<file path="src/rtl/rf_wbuf_lookup.sv">
// Bypass search over pending register-file writes.
// Returns the data of the newest occupied entry whose address matches lookup_addr.
module rf_wbuf_lookup #(
   parameter int ADDR_WIDTH = 1,
   parameter int DATA_WIDTH = 1,
   parameter int DEPTH      = 4
) (
   input  logic [DEPTH*ADDR_WIDTH-1:0] ent_addr,
   input  logic [DEPTH*DATA_WIDTH-1:0] ent_data,
   input  logic [DEPTH-1:0]            occ,
   input  logic [$clog2(DEPTH)-1:0]    wr_ptr,
   input  logic [ADDR_WIDTH-1:0]       lookup_addr,
   output logic                        hit,
   output logic [DATA_WIDTH-1:0]       data
);
   localparam int PTR_W = $clog2(DEPTH);

   logic [DEPTH-1:0][ADDR_WIDTH-1:0] addr_a;
   logic [DEPTH-1:0][DATA_WIDTH-1:0] data_a;
   logic [PTR_W-1:0]                 slot;

   assign addr_a = ent_addr;
   assign data_a = ent_data;

   // Walk slots oldest (wr_ptr) to newest (wr_ptr-1); later matches overwrite earlier ones.
   always_comb begin
      hit  = 1'b0;
      data = '0;
      slot = '0;
      for (int k = DEPTH; k >= 1; k--) begin
         slot = wr_ptr - PTR_W'(k);
         if (occ[slot] && (addr_a[slot] == lookup_addr)) begin
            hit  = 1'b1;
            data = data_a[slot];
         end
      end
   end
endmodule

</file>
<file path="src/rtl/rf_write_buffer.sv">
// In-order FIFO of pending register-file writes with a newest-match bypass lookup.
// Drains at most one entry per cycle onto the register file write port.
module rf_write_buffer #(
   parameter int ADDR_WIDTH = 1,
   parameter int DATA_WIDTH = 1,
   parameter int DEPTH      = 4
) (
   input  logic                         clk,
   input  logic                         rst,
   input  logic                         in_valid,
   output logic                         in_ready,
   input  logic [ADDR_WIDTH-1:0]        in_addr,
   input  logic [DATA_WIDTH-1:0]        in_data,
   input  logic                         stall,
   output logic                         rf_wen,
   output logic [ADDR_WIDTH-1:0]        rf_waddr,
   output logic [DATA_WIDTH-1:0]        rf_wdata,
   input  logic [ADDR_WIDTH-1:0]        lookup_addr,
   output logic                         lookup_hit,
   output logic [DATA_WIDTH-1:0]        lookup_data,
   output logic [$clog2(DEPTH+1)-1:0]   count,
   output logic                         empty
);
   localparam int PTR_W = $clog2(DEPTH);
   localparam int CNT_W = $clog2(DEPTH+1);

   logic [DEPTH-1:0][ADDR_WIDTH-1:0] mem_addr;
   logic [DEPTH-1:0][DATA_WIDTH-1:0] mem_data;
   logic [PTR_W-1:0]                 wr_ptr, rd_ptr;
   logic [CNT_W-1:0]                 cnt;
   logic [DEPTH-1:0]                 occ;
   logic                             push, pop;

   assign count    = cnt;
   assign empty    = (cnt == '0);
   assign in_ready = (cnt != CNT_W'(DEPTH));
   // Reset cycle must never strobe a stale head into the register file.
   assign rf_wen   = !empty && !stall && !rst;
   assign push     = in_valid && in_ready;
   assign pop      = rf_wen;
   assign rf_waddr = mem_addr[rd_ptr];
   assign rf_wdata = mem_data[rd_ptr];

   always_ff @(posedge clk) begin
      if (rst) begin
         wr_ptr <= '0;
         rd_ptr <= '0;
         cnt    <= '0;
      end else begin
         if (push) wr_ptr <= wr_ptr + 1'b1;
         if (pop)  rd_ptr <= rd_ptr + 1'b1;
         case ({push, pop})
            2'b10:   cnt <= cnt + 1'b1;
            2'b01:   cnt <= cnt - 1'b1;
            default: cnt <= cnt;
         endcase
      end
   end

   always_ff @(posedge clk) begin
      if (push && !rst) begin
         mem_addr[wr_ptr] <= in_addr;
         mem_data[wr_ptr] <= in_data;
      end
   end

   // A slot is live when its distance from the head is below the occupancy.
   genvar gi;
   generate
      for (gi = 0; gi < DEPTH; gi++) begin : g_occ
         logic [PTR_W-1:0] rel;
         assign rel     = PTR_W'(gi) - rd_ptr;
         assign occ[gi] = (CNT_W'(rel) < cnt);
      end
   endgenerate

   rf_wbuf_lookup #(
      .ADDR_WIDTH (ADDR_WIDTH),
      .DATA_WIDTH (DATA_WIDTH),
      .DEPTH      (DEPTH)
   ) u_lookup (
      .ent_addr    (mem_addr),
      .ent_data    (mem_data),
      .occ         (occ),
      .wr_ptr      (wr_ptr),
      .lookup_addr (lookup_addr),
      .hit         (lookup_hit),
      .data        (lookup_data)
   );
endmodule

</file>
<file path="config.mk">
export PLATFORM = sky130hd
export DESIGN_NAME = rf_write_buffer
export DESIGN_NICKNAME = d
export VERILOG_FILES = /design/src/rtl/rf_wbuf_lookup.sv /design/src/rtl/rf_write_buffer.sv
export SDC_FILE = /design/constraint.sdc
export NUM_CORES = 1
export LEC_CHECK = 0
export BUFFER_PORTS_ARGS = -buffer_cell sky130_fd_sc_hd__buf_2
export CAP_MARGIN = 0
export CORE_MARGIN = 5
export CORE_UTILIZATION = 45
export DETAILED_ROUTE_END_ITERATION = 10
export GPL_ROUTABILITY_DRIVEN = 0
export PLACE_DENSITY = 0.7
export SYNTH_ARGS = -nofsm -noshare
export SYNTH_HDL_FRONTEND = slang
export SYNTH_SLANG_ARGS = --single-unit
</file>
<file path="constraint.sdc">
create_clock -name clk -period 5.05 [get_ports clk]
set_clock_uncertainty 0.05 [all_clocks]
set_input_delay 0.2525 -clock clk [delete_from_list [all_inputs] [get_ports clk]]
set_output_delay 0.2525 -clock clk [all_outputs]
set_load 0.01 [all_outputs]
</file>
==> flow_results.org, run 1 <==
** Outcome
- Run status :: finished, final reports clean

** Setup path
- Ordered list of cells on the worst path :: inv_1, ha_1, inv_1, mux2i_1, xor2_1, o311a_1, or3_1, o211ai_2, buf_2
- Worst setup path class :: reg -> out
- The number of buffers and inverters on the critical path is 3.
- Data arrives at the worst endpoint at around 3.4 ns.
- Among all stages on the critical path, the largest delay is contributed by sky130_fd_sc_hd__dfxtp_1.
- Data on the critical path is required at its endpoint by 4.75 ns.
- Kind of cell adding the most delay to the critical path :: flip-flops
- Reg-to-reg critical path endpoint :: count[2]
- Startpoint kind of the worst setup timing path :: flip-flop
- The most numerous cell type found on the critical path is sky130_fd_sc_hd__inv_1.
- Reg2reg path depth :: 8
- The largest single stage delay on the critical path is 0.83 ns.
- Maximum fanout count along the critical path :: 19
- The startpoint identified for the worst register-to-register timing path is count[2].
- Worst Setup End Kind :: output pin
- Across all register-to-register paths, the minimum setup slack is around 2.7 ns.

** Timing
- Headroom to the max-slew limit came out at 48.83%.
- Minimum clock period after layout :: 3.662 ns
- Final slew viol count :: 0
- In the final timing run, aggregate negative setup slack is 0 ns.
- Setup repair after global routing left no endpoint under its margin.
- Based on the critical path, the design can be clocked at up to 273.1 MHz.
- Final Hold Violating Endpoints :: 0
- Setup violations remaining at the end of the flow were counted as 0.
- Dividing the final minimum period by the clock period gives 72.52%.
- For the pin with the worst max-slew slack, the measured transition is 0.7665 ns.

** Power and ir drop
- The internal power of the cells totals 0.0003035 W.
- Maximum vdd drop :: 0.2671 mV
- Of the total power, combinational logic draws 53.5%.
- In this run switching power makes up around two fifths of total power.
- The analysis attributes to cell leakage a power of around 0.52 nW.
- Register share of total power :: 33.4%
- Net Switching :: 0.0002158 W
- Clock share of power :: between 10% and 20%
- Power spread over the standard cell area amounts to 386.1 nW/um^2.

** Floorplan
- For this design the top-level I/O count stands at 17.
- Vertical die dimension :: 62.52 um
- Die width :: 62.52 um
- The initialized floorplan defines 19 standard-cell rows.
- Once the floorplan was initialized, standard cells occupied ~46% of the core.
- Area of the die :: 3909 um^2
- Core Region :: ~2700 um^2

** Final layout
- For this run, the number of standard cells in the final layout without fillers is 164.
- Post-layout util :: between 40% and 50%
- Register area :: approximately 380 um^2
- The post-route netlist has 21.05% of its cells at a drive strength greater than 1.
- Fill cells in the final layout number 260.
- Post-route cell area :: 1345 um^2
- From synthesis to final layout, the design area changed by 8.367%.
- The final layout contains 151 nets.
- Number of antenna repair diodes :: 0
- The multi-input combinational cells in the finished layout cover a total of 784.5 um^2.

** Global routing
- Entering global routing, the biggest net connects 20 pins.
- For this run, the total global-route usage over all layers was measured as 12.62%.
- Number of global-route vias before repair :: 930
- Busiest grt layer :: met2
- The number of antenna violations at the first check in global routing is 0.
- Global routing consumed, on the met3 layer, under 10% of the routing resources.
- M1 GR Usage :: 16.55%
- For met2 alone, demand over resource in global routing was 20.34%.
- The first global-routing pass estimated a little over 4000 um of wire.
- After global routing the overflow that remains totals 0.

** CTS
- For this design, the CTS-stage hold fixing added 0 buffers.
- Clock tree synthesis inserted a total of 3 buffers.
- Max H-tree Level :: 1
- TritonCTS clock tree :: built
- Clock root buffer :: sky130_fd_sc_hd__clkbuf_4
- Once the clock tree was built, the setup fixing pass inserted 0 buffers.
- Post-cts resize count :: 0
- The clock passes through at most 2 buffers.
- Register clock-pin slew on the reported worst setup and hold paths :: 0.09 ns
- Sink count of the clock tree :: 15
- For the worst-skew pair, the clock arrives at the later sink with an insertion delay of 0.29 ns.

** Routing
- After detailed routing, the number of vias per cell comes to 5.720.
- Summed over all layers, the routed wires come to 2313 um.
- The pre-antenna-repair detailed-routing pass consisted of 4 iterations.
- Dividing the detail-routed wire length by the instance count gives approximately 14 um.
- In the routed design, unresolved DRC markers number 0.
- The routed layout has 938 vias.
- For this block, the initial DRC count from the detailed router was 58.
- Residual antenna-violating net count after detailed routing :: 0

** Placed design
- Area post-placement :: 1318 um^2
- Port-buffer cells :: 16
- Once placement completed, the tool counted placed cells totaling between 150 and 200.
- Detailed Place HPWL :: about 1900 um

** Logic synthesis
- Counting flops and latches in the post-synthesis netlist gives 15.
- The synthesized netlist occupies a cell area of 1241 um^2.
- Sequential fraction of the synthesis area :: 30.65%
- Of all flip-flops after synthesis, the portion carrying an async set or reset was 0%.
- Net count after synthesis :: 136
- For this run, the leading register cell type out of synthesis is sky130_fd_sc_hd__edfxtp_1.
- Count of warnings emitted by yosys :: 0
- In this run, synthesis inferred 8 flip-flops with an integrated enable.
- Number of distinct standard cells referenced by the synthesized netlist :: 35
- The cell count after synthesis came out at 119.
- Avg Inst Size Synth :: about 10 um^2

** Min path
- For hold timing, the worst endpoint is mem_addr[2].
- Class of the tightest hold or removal check :: in -> reg
- Hold Path Depth :: 1
- Hold Startpoint :: in_addr

** Job
- Across the run, the number of max-cap violations was 0.
placed cells by master, fill, tap and decap left out, types with 2 or more instances in the layout:
cell type and instances:
sky130_fd_sc_hd__xor2_1 7, sky130_fd_sc_hd__o311ai_0 2, sky130_fd_sc_hd__buf_2 16, sky130_fd_sc_hd__and2_1 4, sky130_fd_sc_hd__a21oi_1 6, sky130_fd_sc_hd__xnor2_1 5, sky130_fd_sc_hd__mux2i_1 7, sky130_fd_sc_hd__mux4_1 2
sky130_fd_sc_hd__a2111oi_1 2, sky130_fd_sc_hd__nand3_1 2, sky130_fd_sc_hd__mux4_2 3, sky130_fd_sc_hd__nand2_1 6, sky130_fd_sc_hd__nor3_1 7, sky130_fd_sc_hd__dfxtp_1 7, sky130_fd_sc_hd__nor2_1 9, sky130_fd_sc_hd__edfxtp_1 8
sky130_fd_sc_hd__ha_1 9, sky130_fd_sc_hd__inv_1 9, sky130_fd_sc_hd__or3_1 2, sky130_fd_sc_hd__a211oi_1 4, sky130_fd_sc_hd__nor4_1 2, sky130_fd_sc_hd__clkbuf_4 3
sequential cells by signal (all words and copies together) (netlist names):
| register | count |
|---|---|
| wr_ptr | 2 |
| mem_addr | 4 |
| rd_ptr | 2 |
| mem_data | 4 |
| count | 3 |
worst max path at each step:
stage / startpoint / end / slack [ns] / cells after the start
global placement: wr_ptr[0] / lookup_data / 1.87 / 9
global route: wr_ptr[0] / lookup_data / 1.17 / 9
detailed placement: wr_ptr[0] / lookup_data / 1.75 / 9
finish: wr_ptr[0] / lookup_data / 1.39 / 9
floorplan: wr_ptr[0] / lookup_data / 2.50 / 9
CTS: wr_ptr[0] / lookup_data / 1.39 / 9
per-layer routing:
metal	vias to the layer above	wire (um)
li1	466	-
met1	435	1024
met2	31	1086
met3	6	140
met4	0	62
met5	-	0
cells in the mapped netlist, drive strengths merged (2+ instances only):
cell type | count | area, um^2
ha | 9 | 112.6
inv | 9 | 33.78
nor2 | 9 | 33.78
edfxtp | 8 | 240.2
nor3 | 8 | 51.30
dfxtp | 7 | 140.1
mux2i | 7 | 70.07
xor2 | 7 | 61.31
a21oi | 6 | 30.03
mux4 | 6 | 145.1
nand2 | 6 | 22.52
xnor2 | 5 | 43.79
a211oi | 4 | 30.03
and2 | 4 | 25.02
buf | 4 | 31.27
a2111oi | 2 | 20.02
clkbuf | 2 | 11.26
nand3 | 2 | 10.01
nor4 | 2 | 12.51
o311ai | 2 | 17.52
or3 | 2 | 12.51
stage by stage:
stage                     setup slack [ns]  hold slack [ns]  total power [W]
after floorplan                      2.499           0.3014        0.0003926
after global placement               1.870           0.4108        0.0004481
after detailed placement             1.747           0.4183        0.0004545
after CTS                            1.390           0.1235        0.0005230
after global routing                 1.171           0.1305        0.0005656
final                                1.388           0.1287        0.0005193
worst reg2reg max path: cells and delay by family (launching register included):
kind / cells / cell delay [ns]
xor+xnor: 1 / 0.15
fa+ha+maj: 2 / 0.57
compound gates: 1 / 0.16
simple gates: 3 / 0.72
buf+inv: 1 / 0.06
flops: 1 / 0.57
power groups by stage:
stage	clock, W	combinational [W]	sequential [W]
floorplan	0	0.000233	0.000160
global placement	0	0.000273	0.000175
detailed placement	0	0.000278	0.000176
finish	0.0000677	0.000278	0.000174
global route	0.0000739	0.000314	0.000178
CTS	0.0000689	0.000280	0.000174
layout make-up:
cell class                      instances  share of cell area, %
Clock buffer                            3                  1.674
Timing Repair Buffer                   16                  5.953
Tap cell                               31                  2.884
Clock inverter                          1                 0.3721
Multi-Input combinational cell         89                  58.33
Inverter                                9                  2.512
Sequential cell                        15                  28.28
cell families after synthesis:
family	synth area share [%]
multiplexers	17.34
AND/OR/NAND/NOR	15.32
adder cells (fa/ha/maj)	10.69
XOR/XNOR	8.468
AO/OA/AOI/OAI	11.39
flip-flops	30.64
buffers and inverters	6.148
Power figures use the tool's default switching activity.
==> run 2: changes to the inputs <==
==> constraint.sdc (replaced) <==
create_clock -name clk -period 3.7 [get_ports clk]
set_clock_uncertainty 0.05 [all_clocks]
set_input_delay 0.185 -clock clk [delete_from_list [all_inputs] [get_ports clk]]
set_output_delay 0.185 -clock clk [all_outputs]
set_load 0.01 [all_outputs]
==> flow_results.org, run 2 (synthesized netlist as in run 1, its figures left out) <==
** Outcome
- The flow ran to the end, and the final reports show no timing, DRC or antenna violations.

** Routing
- The post-detailed-route count of antenna-violating nets is 0 (unchanged).
- Total Routed Length :: 2335 um (+0.95%)
- First-pass iteration count of the detailed router :: 4 (unchanged)
- Vias/cell :: 5.630 (-1.6%)
- Routed length per instance :: 14.15 um (+0.34%)
- Number of DRC markers after the initial detailed-route iteration :: 25 (-57%)
- The residual DRC count was 0 (unchanged).
- Vias post-DR :: 929 (-0.96%)

** Setup path
- Kind of cell adding the most delay to the critical path :: buffers and inverters
- The critical path buffer and inverter count is 4 (+1).
- The delay of the slowest cell on the worst path is 0.43 ns (-0.40 ns).
- Worst Setup End Kind :: output pin
- Launch point of the worst reg-to-reg path :: count[2]
- The worst setup path is of the reg -> out kind.
- The largest fanout on the critical path is 19 (unchanged).
- Startpoint kind of the worst setup timing path :: flip-flop
- CP Data Arrival Time :: 2.93 ns (-0.43 ns)
- Cell repeated most along the worst path :: sky130_fd_sc_hd__inv_1
- Ordered list of cells on the worst path :: buf_4, inv_1, ha_1, inv_1, mux2i_1, xor2_1, o311a_1, or3_1, o211ai_2, buf_2
- The slowest stage of the critical path belongs to the cell sky130_fd_sc_hd__ha_1.
- Start point of the critical path :: wr_ptr[0]
- The critical path required time was 3.46 ns (-1.29 ns).

** Final layout
- Final Net Count :: 152 (+0.66%)
- Post-layout util :: 49.91% (+0.28 points)
- Number of antenna repair diodes :: 0 (unchanged)
- The layout cell share with drive strength beyond 1 came to 21.64% (+0.59 points).
- Layout Area Growth over Synthesis :: 8.972%
- Commonest non-fill, non-tap cell in the layout :: sky130_fd_sc_hd__buf_2
- Most used cells in the layout excluding fill and tap cells :: sky130_fd_sc_hd__buf_2, sky130_fd_sc_hd__inv_1, sky130_fd_sc_hd__nor2_1, sky130_fd_sc_hd__ha_1, sky130_fd_sc_hd__edfxtp_1

** CTS
- The CTS clock-pin slew for the worst setup and hold paths came to 0.09 ns (about the same).
- The hold buffer count at cts came to 0 (unchanged).
- The number of buffers created by CTS is 3 (unchanged).
- The post-cts gate resize count came to 0 (unchanged).
- The TritonCTS sink count came to 15 (unchanged).
- Number of setup buffers added after CTS :: 0 (unchanged)
- The cell sitting at the root of the clock tree is a sky130_fd_sc_hd__clkbuf_4.
- TritonCTS clock tree :: built
- Number of buffers between clock root and the deepest sink :: 2 (unchanged)
- Worst-Skew Late Latency :: 0.28 ns (about the same)
- Max H-tree Level :: 1 (unchanged)

** Min path
- Hold Startpoint :: in_addr
- The min-delay analysis places its worst path in the category in -> reg.

** Floorplan
- The number of primary I/O pins came to 17 (unchanged).
- Starting density of the core :: 45.80% (unchanged)
- The core footprint came to 2710 um^2 (unchanged).
- Area of the die :: 3909 um^2 (unchanged)
- Die width :: 62.52 um (unchanged)
- Standard-cell rows :: 19 (unchanged)
- The vertical die dimension came to 62.52 um (unchanged).

** Power and ir drop
- The ratio of total power to cell area was 527.0 nW/um^2 (+36%).
- Maximum vdd drop :: 0.2948 mV (+10%)
- The portion of total power attributed to the clock network came to 13.0% (about the same).
- Net Switching :: 0.0002969 W (+38%)
- Static leakage power :: 0.5271 nW (+0.98%)
- The proportion of total power due to net switching is 41.65% (+0.096 points).
- Internal Dissipation :: 0.0004159 W (+37%)
- Part of the power in combinational logic :: 55.2% (+1.7 points)
- The sequential share of power was 31.8% (-1.6 points).

** Global routing
- The leftover overflow at the end of global routing is 0 (unchanged).
- Largest net degree at the start of global routing :: 20 (unchanged)
- The number of antenna violations at the first check in global routing is 0 (unchanged).
- Total routing usage reported by global routing :: 13.47% (+0.85 points)
- The via count of the first global-routing pass came to 910 (-2.2%).
- The first-pass GRT wire length came to 4353 um (+6.0%).

** Placed design
- The detailed-placement wirelength estimate was 1925 um (+1.5%).
- The count of input and output buffers is 16 (unchanged).

** Timing
- The routed design could run at a clock period as short as 3.166 ns.
- Max Clk Rate :: 315.8 MHz
- The accumulated negative setup slack was 0 ns (unchanged).
- The transition time at the pin with the least slew margin was 0.5757 ns (-0.1909 ns).
- Setup repair after global routing missed its margin :: false
- Final clock period utilization by the worst path :: 85.57%
- The final number of setup-violating endpoints is 0 (unchanged).
- The headroom to the max-slew limit was 61.53% (+13 points).
- Worst hold slack :: 0.05878 ns (-0.06991 ns)
- The max-slew violation total from the final report was 0 (unchanged).
- The number of hold-slack violations in the final timing report is 0 (unchanged).

** Job
- Number of max-cap violations :: 0 (unchanged)
[run 2: stage by stage]
step | area (um^2) | power [W] | instances | worst slack [ns]
final | 1353 | 0.0007128 | 165 | 0.5337
after global routing | 1353 | 0.0007837 | 165 | 0.3305
after CTS | 1353 | 0.0007176 | 165 | 0.5355
after detailed placement | 1325 | 0.0006249 | 161 | 0.8621
after global placement | 1325 | 0.0006142 | 161 | 0.9575
after floorplan | 1241 | 0.0005359 | 119 | 1.216
[run 2: final timing paths]
path            endpoint  slack (ns)  cells past startpoint
max          lookup_data        0.53                     10
min          mem_addr[2]        0.06                      1
max reg2reg     count[2]        1.35                      8
min reg2reg     count[1]        0.51                      2
[run 2: cell type report]
cell class / count / area, um^2
fill: 262 / 1358
multi-input combinational: 89 / 784.5
sequential: 15 / 380.4
timing repair buffer: 17 / 87.58
tap: 31 / 38.79
inverter: 9 / 33.78
clock buffer: 3 / 22.52
clock inverter: 1 / 5.005
[run 2: power by group through the flow]
stage,clock network (W),registers (W),logic [W]
global placement,0,0.000229,0.000385
CTS,0.0000941,0.000226,0.000397
global route,0.000102,0.000230,0.000451
finish,0.0000927,0.000226,0.000394
detailed placement,0,0.000230,0.000395
floorplan,0,0.000218,0.000318
[run 2: per-layer routing]
metal / track usage, % / vias to the layer above / share of wire, %
met4: 4.775 / 0 / 1.2
met5: 0 / - / 0
met1: 19.01 / 445 / 50
li1: - / 471 / -
met3: 3.237 / 4 / 2.8
met2: 19.95 / 9 / 46
==> run 3: changes to the inputs <==
--- a/config.mk
+++ b/config.mk
@@ -11,6 +11,7 @@
 export CORE_UTILIZATION = 45
 export DETAILED_ROUTE_END_ITERATION = 10
 export GPL_ROUTABILITY_DRIVEN = 0
+export GPL_TIMING_DRIVEN = 0
 export PLACE_DENSITY = 0.7
 export SYNTH_ARGS = -nofsm -noshare
 export SYNTH_HDL_FRONTEND = slang
==> constraint.sdc (replaced) <==
create_clock -name clk -period 3 [get_ports clk]
set_clock_uncertainty 0.05 [all_clocks]
set_input_delay 0.15 -clock clk [delete_from_list [all_inputs] [get_ports clk]]
set_output_delay 0.15 -clock clk [all_outputs]
set_load 0.01 [all_outputs]
==> flow_results.org, run 3 (synthesized netlist as in run 1, its figures left out) <==
** Outcome
- The flow ran to the end, and the final reports show no timing, DRC or antenna violations.

** Min path
- Class of the tightest hold or removal check :: in -> reg

** Floorplan
- The core footprint is 2710 um^2 (unchanged).
- The number of primary I/O pins came to 17 (unchanged).
- Area of the die :: 3909 um^2 (unchanged)
- The vertical die dimension came to 62.52 um (unchanged).
- The cell row count is 19 (unchanged).
- Die width :: 62.52 um (unchanged)
- Starting density of the core :: 45.80% (unchanged)

** Routing
- Total Routed Length :: 2547 um (+9.1%)
- Routed length per instance :: 14.81 um (+4.6%)
- The via density per instance is 5.744 (+2.0%).
- Number of DRC markers after the initial detailed-route iteration :: 34 (+36%)
- The overall via count from detail_route came to 988 (+6.4%).
- First-pass iteration count of the detailed router :: 4 (unchanged)
- Residual antenna-violating net count after detailed routing :: 0 (unchanged)
- The residual DRC count came to 0 (unchanged).

** CTS
- The TritonCTS sink count is 15 (unchanged).
- The clock insertion delay at the later pin of the skew report came to 0.29 ns (about the same).
- The hold buffer count at cts is 0 (unchanged).
- TritonCTS clock tree :: built
- The CTS clock-pin slew for the worst setup and hold paths is 0.09 ns (about the same).
- Number of buffers between clock root and the deepest sink :: 2 (unchanged)
- The number of buffers created by CTS is 3 (unchanged).
- Clock root buffer :: sky130_fd_sc_hd__clkbuf_4
- Max H-tree Level :: 1 (unchanged)

** Timing
- The smallest hold slack was 0.02953 ns (-0.02926 ns).
- The max-slew violation total from the final report is 0 (unchanged).
- The transition time at the pin with the least slew margin came to 0.5804 ns (+0.004713 ns).
- Final-report setup violation count :: 0 (unchanged)
- Final clock period utilization by the worst path :: 96.83%
- Final WS setup :: 0.09503 ns (-0.4387 ns)
- The number of hold-slack violations in the final timing report was 0 (unchanged).
- Max Clk Rate :: 344.2 MHz
- Minimum clock period after layout :: between 2 and 3 ns
- Remaining max-slew budget at the tightest pin :: 61.21% (-0.31 points)

** Final layout
- Layout cells sized above 1 :: 30.50% (+8.9 points)
- Most used cells in the layout excluding fill and tap cells :: sky130_fd_sc_hd__buf_2, sky130_fd_sc_hd__nor2_1, sky130_fd_sc_hd__inv_1, sky130_fd_sc_hd__ha_1, sky130_fd_sc_hd__edfxtp_1
- Fill cell instance count of the final layout :: 263 (+0.38%)
- The number of nets in the final layout is 159 (+4.6%).
- Layout Area Growth over Synthesis :: 16.83%
- Leaving out fill and tap cells, the most frequent cell in the layout is sky130_fd_sc_hd__buf_2.
- The antenna diode count was 0 (unchanged).

** Setup path
- STA classifies the critical path endpoint as an output pin.
- The largest fanout on the critical path came to 8 (-11).
- For this design, the slowest cell found on the critical path is sky130_fd_sc_hd__dfxtp_2.
- The critical path required time was 2.80 ns (-0.66 ns).
- The critical path goes through inv_1, ha_4, inv_1, mux2i_1, xor2_1, o311a_1, or3_1, o211ai_2, buf_2.
- Largest stage delay on the critical path :: 0.43 ns (about the same)
- The data arrival time of the worst path is 2.70 ns (-0.23 ns).
- Cell repeated most along the worst path :: sky130_fd_sc_hd__inv_1
- The worst setup path is of the reg -> out kind.
- Startpoint kind of the worst setup timing path :: flip-flop

** Global routing
- The first-pass GRT wire length was 4333 um (-0.46%).
- The leftover overflow at the end of global routing is 0 (unchanged).
- Total routing usage reported by global routing :: 13.36% (-0.11 points)
- Largest net degree at the start of global routing :: 11 (-45%)
- Number of global-route vias before repair :: 976 (+7.3%)
- Number of antenna violations at the first check in global routing :: 0 (unchanged)

** Power and ir drop
- The leakage power was 0.5648 nW (+7.2%).
- Maximum vdd drop :: 0.3598 mV (+22%)
- The ratio of total power to cell area is 656.0 nW/um^2 (+24%).

** Placed design
- The count of input and output buffers came to 14 (-2).
- The worst-case setup slack after placement is 0.1038 ns (-0.7584 ns).
- Detailed Place HPWL :: 1998 um (+3.8%)

** Job
- The max-cap violation count is 0 (unchanged).
run 3: cell types whose count changed in the layout (fill, tap and decap cells not counted), sizes merged:
cell      before  now
clkbuf         3    6
inv            9    8
buf           17   22
clkinvlp       0    1
clkinv         1    0
run 3: power by group:
group	leakage, nW	internal, W	switching [W]
Clock	0.0150	0.0000517	0.0000628
Combinational	0.419	0.000266	0.000304
Sequential	0.131	0.000239	0.0000277
run 3: timing repair:
action | 4_1_cts | 5_1_grt
buffers inserted | 1 | 3
pin swaps | 0 | 2
setup endpoints to repair | 1 | 1
resized for setup | 4 | 6
run 3: critical path, delay by kind of cell (launching register included):
kind / cells / cell delay, ns
AO/OA/AOI/OAI: 2 / 0.50
buffers and inverters: 3 / 0.42
flip-flops: 1 / 0.43
adder cells (fa/ha/maj): 1 / 0.31
AND/OR/NAND/NOR: 1 / 0.40
XOR/XNOR: 1 / 0.12
multiplexers: 1 / 0.24
run 3: final cells by class:
type | instances | area, um^2 | share of cell area, %
tap | 31 | 38.79 | 2.675
sequential | 15 | 382.9 | 26.40
inverter | 9 | 37.54 | 2.588
buffer | 6 | 42.54 | 2.934
multi-input combinational | 89 | 822.0 | 56.69
timing repair buffer | 18 | 100.1 | 6.903
clock buffer | 4 | 26.28 | 1.812
run 3: final timing paths:
kind | slack (ns) | to | depth (start not counted) | from
min | 0.03 | mem_addr[0] | 1 | in_addr
max reg2reg | 0.70 | count[2] | 9 | count[2]
min reg2reg | 0.49 | wr_ptr[1] | 2 | wr_ptr[1]
max | 0.1 | lookup_data | 9 | wr_ptr[1]
run 3: layer usage:
| layer | wire length, um | share of wire, % | up-vias | global-route usage, % |
|---|---|---|---|---|
| met1 | 1091 | 43 | 475 | 16.33 |
| met5 | 0 | 0 | - | 0 |
| li1 | - | - | 485 | - |
| met3 | 85 | 3.3 | 9 | 1.619 |
| met2 | 1313 | 52 | 19 | 23.70 |
| met4 | 57 | 2.2 | 0 | 5.040 |
run 3: stage by stage:
step	util (%)	TNS, ns	total power, W	area [um^2]	cells
detailed placement	49.82	0	0.0007885	1350	164
global route	53.51	-0.001088	0.001021	1450	172
global placement	49.82	0	0.0007683	1350	164
CTS	51.71	0	0.0009141	1401	169
finish	53.51	0	0.0009512	1450	172
floorplan	-	0	0.0006609	1241	119
